File: src/rtl/rr_mux_arbiter_if.sv
// Request/grant bundle and downstream valid/ready channel
// shared by the round-robin arbiter and its neighbours.
interface rr_mux_arbiter_if #(
  parameter int DATA_W = 4,
  parameter int NREQ   = 8
);
  localparam int SEL_W = $clog2(NREQ);

  logic [NREQ-1:0]        req;
  logic [NREQ*DATA_W-1:0] din;
  logic [NREQ-1:0]        gnt;
  logic [SEL_W-1:0]       sel;
  logic                   out_valid;
  logic                   out_ready;
  logic [DATA_W-1:0]      out_data;
  logic [SEL_W-1:0]       out_src;

  modport master (
    output req, din, out_ready,
    input  gnt, sel, out_valid, out_data, out_src
  );

  modport slave (
    input  req, din, out_ready,
    output gnt, sel, out_valid, out_data, out_src
  );
endinterface

File: src/rtl/rr_mux_arbiter.sv
// Round-robin arbiter owning the select of an 8:1 mux tree.
// Winner's word is registered and offered on valid/ready.
module rr_mux_arbiter #(
  parameter int DATA_W = 4,
  parameter int NREQ   = 8
) (
  input logic            clk,
  input logic            rst_n,
  rr_mux_arbiter_if.slave bus
);
  localparam int SEL_W = $clog2(NREQ);

  typedef enum logic {IDLE, BUSY} state_t;

  state_t            state_q, state_d;
  logic [SEL_W-1:0]  ptr_q, ptr_d;
  logic [SEL_W-1:0]  sel_q, sel_d;
  logic [SEL_W-1:0]  src_q, src_d;
  logic [DATA_W-1:0] data_q, data_d;
  logic [NREQ-1:0]   gnt_q, gnt_d;
  logic              valid_q, valid_d;

  logic [SEL_W-1:0]  win;
  logic [SEL_W-1:0]  idx;
  logic              any;
  logic              capture;

  // First requester at or after ptr, wrapping modulo NREQ.
  always_comb begin
    win = '0;
    idx = '0;
    any = 1'b0;
    for (int k = 0; k < NREQ; k++) begin
      idx = ptr_q + SEL_W'(k);
      if (!any && bus.req[idx]) begin
        any = 1'b1;
        win = idx;
      end
    end
  end

  // Capture when empty, or when the held word leaves this edge.
  assign capture = any && ((state_q == IDLE) || bus.out_ready);

  // Next-state: capture, drain to idle, or hold.
  always_comb begin
    state_d = state_q;
    ptr_d   = ptr_q;
    sel_d   = sel_q;
    src_d   = src_q;
    data_d  = data_q;
    valid_d = valid_q;
    gnt_d   = '0;
    if (capture) begin
      data_d  = bus.din[win*DATA_W +: DATA_W];
      src_d   = win;
      sel_d   = win;
      gnt_d   = NREQ'(1) << win;
      valid_d = 1'b1;
      ptr_d   = win + SEL_W'(1);
      state_d = BUSY;
    end else if (state_q == BUSY && bus.out_ready) begin
      valid_d = 1'b0;
      state_d = IDLE;
    end
  end

  // State and registered outputs, synchronous active-low reset.
  always_ff @(posedge clk) begin
    if (!rst_n) begin
      state_q <= IDLE;
      ptr_q   <= '0;
      sel_q   <= '0;
      src_q   <= '0;
      data_q  <= '0;
      valid_q <= 1'b0;
      gnt_q   <= '0;
    end else begin
      state_q <= state_d;
      ptr_q   <= ptr_d;
      sel_q   <= sel_d;
      src_q   <= src_d;
      data_q  <= data_d;
      valid_q <= valid_d;
      gnt_q   <= gnt_d;
    end
  end

  assign bus.gnt       = gnt_q;
  assign bus.sel       = sel_q;
  assign bus.out_valid = valid_q;
  assign bus.out_data  = data_q;
  assign bus.out_src   = src_q;
endmodule
File: src/flat_wrapper.sv
// flat-port wrapper written by rule: the top's interface ports become plain ports
module rr_mux_arbiter_flat 
#(
  parameter int DATA_W = 4,
  parameter int NREQ   = 8
)
  (clk, rst_n, bus_req, bus_din, bus_out_ready, bus_gnt, bus_sel, bus_out_valid, bus_out_data, bus_out_src);
  rr_mux_arbiter_if #(.DATA_W(DATA_W), .NREQ(NREQ)) bus_i ();
  input logic clk;
  input logic rst_n;
  input wire logic [$bits(bus_i.req)-1:0] bus_req;
  input wire logic [$bits(bus_i.din)-1:0] bus_din;
  input wire logic [$bits(bus_i.out_ready)-1:0] bus_out_ready;
  output wire logic [$bits(bus_i.gnt)-1:0] bus_gnt;
  output wire logic [$bits(bus_i.sel)-1:0] bus_sel;
  output wire logic [$bits(bus_i.out_valid)-1:0] bus_out_valid;
  output wire logic [$bits(bus_i.out_data)-1:0] bus_out_data;
  output wire logic [$bits(bus_i.out_src)-1:0] bus_out_src;
  assign bus_i.req = bus_req;
  assign bus_i.din = bus_din;
  assign bus_i.out_ready = bus_out_ready;
  assign bus_gnt = bus_i.gnt;
  assign bus_sel = bus_i.sel;
  assign bus_out_valid = bus_i.out_valid;
  assign bus_out_data = bus_i.out_data;
  assign bus_out_src = bus_i.out_src;
  rr_mux_arbiter #(.DATA_W(DATA_W), .NREQ(NREQ)) u_core (.clk(clk), .rst_n(rst_n), .bus(bus_i));
endmodule
File: config.mk
export PLATFORM = sky130hd
export DESIGN_NAME = rr_mux_arbiter_flat
export DESIGN_NICKNAME = d
export VERILOG_FILES = /design/src/rtl/rr_mux_arbiter_if.sv /design/src/rtl/rr_mux_arbiter.sv /design/src/flat_wrapper.sv
export SDC_FILE = /design/constraint.sdc
export NUM_CORES = 1
export LEC_CHECK = 0
export ABC_AREA = 1
export CAP_MARGIN = 40
export CORE_MARGIN = 2
export CORE_UTILIZATION = 57
export CTS_CLUSTER_DIAMETER = 150
export DETAILED_ROUTE_END_ITERATION = 10
export DONT_BUFFER_PORTS = 1
export PLACE_DENSITY_LB_ADDON = 0.2
export SLEW_MARGIN = 10
export SYNTH_ARGS = -nofsm -noshare
export SYNTH_HDL_FRONTEND = slang
export SYNTH_SLANG_ARGS = --single-unit
File: constraint.sdc
create_clock -name clk -period 3 [get_ports clk]
set_clock_uncertainty 0.15 [all_clocks]
set_input_delay 0.3 -clock clk [delete_from_list [all_inputs] [get_ports clk]]
set_output_delay 0.3 -clock clk [all_outputs]
set_load 0.03 [all_outputs]
# Word level (Yosys, flattened, before mapping)
# Cells that the tools add are included.
dict set report op_classes {
  add_sub_neg 8
  magnitude_cmp 8
  n_shift 2
  muxes 34
  n_bitwise 1
  reduce_logical 19
}
# cell count
set op_table {}
lappend op_table {{$lt 3x4->1 const B} 8}
lappend op_table {{$shiftx 32x6->4} 1}
lappend op_table {{$bmux 1 s3} 8}
lappend op_table {{$mux 3} 8}
lappend op_table {{$mux 1} 18}
lappend op_table {{$add 3x3->3 const B} 4}
lappend op_table {{$logic_and 1x1->1} 9}
lappend op_table {{$shl 1x3->8 const A} 1}
lappend op_table {{$logic_not 1->1} 7}
lappend op_table {{$add 3x1->3 const B} 2}
lappend op_table {{$add 3x2->3 const B} 2}
lappend op_table {{$reduce_and 2->1} 1}
lappend op_table {{$reduce_bool 2->1} 1}
lappend op_table {{$logic_or 1x1->1} 1}
lappend op_table {{$not 1->1} 1}
dict set report totals {
  ff_bits 19
  input_bits 43
  out_inout_bits 19
  wordCells 77
}

# Depth between registers and ports, before layout
dict set report depth {
  depth_word 26
  mapped_depth 23
}

# Worst setup path before layout
# No wires, ideal clock.
dict set report synth_path {
  kind {flip-flop to flip-flop}
  from {register u_core.ptr_q[1]}
  to {register u_core.ptr_q[1]}
  arrival_ps 2838
  required_ps 2728
  path_slack_ps -110
  stages_incl_launch_ff 21
  n_path_buf 3
  synth_period_minus_slack_ps 3110
  path_cell_list {dfxtp_1 buf_4 clkinv_1 ha_1 buf_4 inv_1 nand3_1 nand3_1 nand2_2 nor2_8 nand3_1 nand2_1 inv_1 nor2_2 nand3_4 nand2_8 clkinv_4 buf_8 ha_1 o21ai_0 a21oi_1}
}
dict set report synth_via {
  elab_chain_len 25
}
# element line
set synth_lines {}
lappend synth_lines {{start: declaration} rr_mux_arbiter.sv:16} ;# logic [SEL_W-1:0] ptr_q, ptr_d;
lappend synth_lines {{start signal: assignment} rr_mux_arbiter.sv:80} ;# ptr_q <= ptr_d;
lappend synth_lines {{parallel branches: the longest is 23 deep, another holds $add 3x1->3} -}
lappend synth_lines {{$mux 3 (*)} rr_mux_arbiter.sv:35} ;# if (!any && bus.req[idx]) begin
lappend synth_lines {{via u_core.win[0]} rr_mux_arbiter.sv:23} ;# logic [SEL_W-1:0] win;
lappend synth_lines {{$add 3x1->3 (*)} rr_mux_arbiter.sv:60} ;# ptr_d = win + SEL_W'(1);
# Mark *: on every way through the listed nets, which the timed path passes. The select of a mux whose other input is x is not followed.
# A chain may end at the register's enable or synchronous reset.

# Worst setup path after layout
dict set report layout_path {
  from {register u_core.ptr_q[1]}
  to {register u_core.gnt_q[5] (netlist: u_core.bus.gnt[5])}
}
dict set report layout_via {
  elab_chain_len 26
}
# element line
set layout_lines {}
lappend layout_lines {{parallel branches: the longest is 26 deep, another holds $add 3x1->3} -}
lappend layout_lines {{end signal: assignment} rr_mux_arbiter.sv:85} ;# gnt_q <= gnt_d;
lappend layout_lines {{end: declaration} rr_mux_arbiter.sv:20} ;# logic [NREQ-1:0] gnt_q, gnt_d;
# Several ways; the timed one is not identified. The select of a mux whose other input is x is not followed.

==> impl_results.md <==
* Status: finished clean
* Total track usage at between 20% and 30%
* Post-DP HPWL at 3192 um
* Startpoint types: register
* Slew Limit Fails at 0
* Max Fclk at 352.5 MHz
* Minimum clock period at 2.837 ns
* Via count at between 1500 and 2000
* Hold Path Class: in2reg
* Placer Congestion at 0.9704
* Full die area at 3544 um^2
* Pre-antenna DRT Iters at 4
* Via density at 5.604
* Core area at between 3000 and 4000 um^2
* Overall die height at 59.54 um
* Final setup vio count at 0
* Cts bufs inserted at 3
* Worst slew margin at 60.11%
* Worst hold endpoint: u_core.bus.gnt[2]$_SDFF_PP0_
* Antenna Violating Nets Remaining at 0
* Drt drc at 0
* Multiplexer share of the synthesized area at 0%
* Seq/Total Area, Yosys at 21.64%
* Most frequent cells in the layout: nand2_1 (84), nand3_1 (49), nor2_1 (22), inv_1 (16), dfxtp_1 (16)
* Synthesized area at 1758 um^2
* Clock tree sinks at 19
* Root Buffer: clkbuf_4
* Most common cell after layout, fill and taps aside: nand2_1
* FF-to-FF Start: u_core.ptr_q[1]$_SDFFE_PN0P_
* Synth Area in XOR/XNOR at 1.993%
* Worst-Margin Slew at 0.5976 ns
* Yosys warnings at 0
* Die width at 59.54 um
* Hold path start: rst_n
* Rows at 20
* Area Overhead vs Synth at 7.402%
* Clock-pin slew on the worst setup and hold paths at 0.11 ns
* Largest family of logic cells by synthesized area: simple AND/OR/NAND/NOR gates
* Syn avg cell area at between 6 and 7 um^2
* Reg-to-reg slack, setup at 0.16 ns
* TritonCTS clock tree: built
* Synth Area in Simple Gates at 53.45%
* Initial Util at roughly three fifths
* Area of placed instances at 1758 um^2
* Ant. Diodes at 0
* Synthesized instance count at around 270
* Yosys reg bits at 19
* Critical Path RT at ~3 ns
* CP Capture Type: register
* Share of cells above drive strength 1 at 21.09%
* Synth Area in Adders at 4.270%
* Final period util at 94.58%
* Syn_nets at 321
* I/O pin cnt at 62
* First-pass GRT wire length at 6706 um
* Gr ovfl total at 0
* FF-to-FF path depth at 18
* Routed len/inst at around 13 um
* Worst Path Arrival at 2.88 ns
* Nets@finish at 325
* Vias in the first global route at 1506
* Worst-path fanout max at 8
* Final Hold Fails at 0
* Final instance area at 1888 um^2
* Largest net degree at the start of global routing at 16
* Initial antenna violation count at 0
* Later-pin clock latency in the skew report at 0.29 ns
* H-tree levels at 1
* CP Class: reg2reg
* Clock buffer depth at 2
* Max cap viols at 0
* Port Buffers at 0
* Hold path depth at 2
* Final WL at 4110 um
* Synth unique cells at 36
* Reg-to-reg endpoint: u_core.bus.gnt[5]$_SDFF_PN0_
* Initial DRC count at 85
* Compound-gate portion of the synthesized area at 7.260%
-- repair_timing --
action,4_1_cts,5_1_grt
endpoints found under the setup margin,4,18
resized for setup,2,12
pin swaps,0,4
buffers inserted,0,3
gates cloned,0,0
hold endpoints to repair,11,0
hold buffers,1,0
-- worst max-delay path by stage --
| stage | from | to | slack [ns] |
|---|---|---|---|
| 2_1_floorplan | u_core.ptr_q[0]$_SDFFE_PN0P_ | u_core.ptr_q[1]$_SDFFE_PN0P_ | 0.007 |
| 3_5_place_dp | u_core.ptr_q[0]$_SDFFE_PN0P_ | u_core.bus.gnt[1]$_SDFF_PP0_ | 0.02 |
| 4_1_cts | u_core.ptr_q[1]$_SDFFE_PN0P_ | u_core.bus.gnt[1]$_SDFF_PP0_ | 0.02 |
| 5_1_grt | u_core.ptr_q[1]$_SDFFE_PN0P_ | u_core.bus.gnt[5]$_SDFF_PN0_ | -0.03 |
| 6_report | u_core.ptr_q[1]$_SDFFE_PN0P_ | u_core.bus.gnt[5]$_SDFF_PN0_ | 0.16 |
| 3_3_place_gp | u_core.ptr_q[1]$_SDFFE_PN0P_ | u_core.bus.out_data[2]$_SDFFE_PN0P_ | 0.03 |
-- metrics by stage --
step | std cells | utilization, % | setup WS (ns) | setup TNS, ns | hold WS [ns]
2_1_floorplan | 272 | - | 0.006612 | 0 | 0.2883
3_3_place_gp | 300 | 58.54 | 0.03199 | 0 | 0.2819
3_5_place_dp | 300 | 58.54 | 0.01870 | 0 | 0.2794
4_1_cts | 305 | 59.96 | 0.02432 | 0 | 0.07696
5_1_grt | 308 | 62.88 | -0.03489 | -0.07418 | 0.08859
6_report | 308 | 62.88 | 0.1627 | 0 | 0.07760
-- Yosys cell counts (all sizes together) --
| master | n | area [um^2] |
|---|---|---|
| xnor2 | 2 | 17.52 |
| nor2 | 27 | 130.1 |
| a31oi | 2 | 12.51 |
| o21bai | 1 | 7.510 |
| xor2 | 2 | 17.52 |
| nand4 | 2 | 27.53 |
| nand3b | 2 | 27.53 |
| clkbuf | 1 | 3.750 |
| nand2 | 96 | 409.1 |
| inv | 20 | 77.58 |
| ha | 6 | 75.07 |
| buf | 12 | 106.3 |
| o21a | 1 | 7.510 |
| dfxtp | 19 | 380.4 |
| o22ai | 1 | 6.260 |
| a21oi | 6 | 30.03 |
| o21ai | 12 | 63.81 |
| clkinv | 2 | 12.51 |
| nand3 | 58 | 345.3 |
-- layout make-up --
class	count	area, um^2
clock buffers	3	22.52
clock inverters	1	5.005
fillers	269	1115
inverters	22	93.84
multi-input cells	218	1242
flip-flops and latches	19	386.6
well taps	33	41.29
repair buffers	12	96.34
-- logic make-up after synthesis --
| logic type | count (synthesis) |
|---|---|
| simple gates | 185 |
| xor+xnor | 4 |
| flops | 19 |
| buf+inv | 35 |
| compound gates | 23 |
| fa+ha+maj | 6 |
-- state kept, by name (all words and copies together) (netlist names) --
signal / count
u_core.bus.gnt: 8
u_core.bus.out_data: 4
u_core.bus.sel: 3
u_core.ptr_q: 3
u_core.state_q: 1
-- worst max-delay path, cell delays in order, from the launching register on --
cell	delay, ns
dfxtp_2	0.35
clkinv_2	0.08
ha_4	0.29
inv_4	0.08
nand3_2	0.10
nand3_1	0.12
nand2_2	0.09
nor2_8	0.16
nand4_4	0.11
nor2_4	0.20
nand3_4	0.13
nand2_1	0.09
nor2_1	0.05
nor2_2	0.20
buf_6	0.17
inv_4	0.06
ha_1	0.19
inv_1	0.07
nor2_1	0.04
-- per-layer routing --
| metal | share of wire [%] | track usage [%] | vias up | wire (um) |
|---|---|---|---|---|
| li1 | - | - | 891 | - |
| met1 | 45 | 37.27 | 749 | 1864 |
| met2 | 45 | 36.58 | 84 | 1835 |
| met3 | 9.7 | 4.148 | 2 | 399 |
| met4 | 0.24 | 3.175 | 0 | 10 |
| met5 | 0 | 0 | - | 0 |
Power is left out: the tool's default activity adds up to more than one toggle a clock period on the data nets, which glitch-free logic cannot reach.
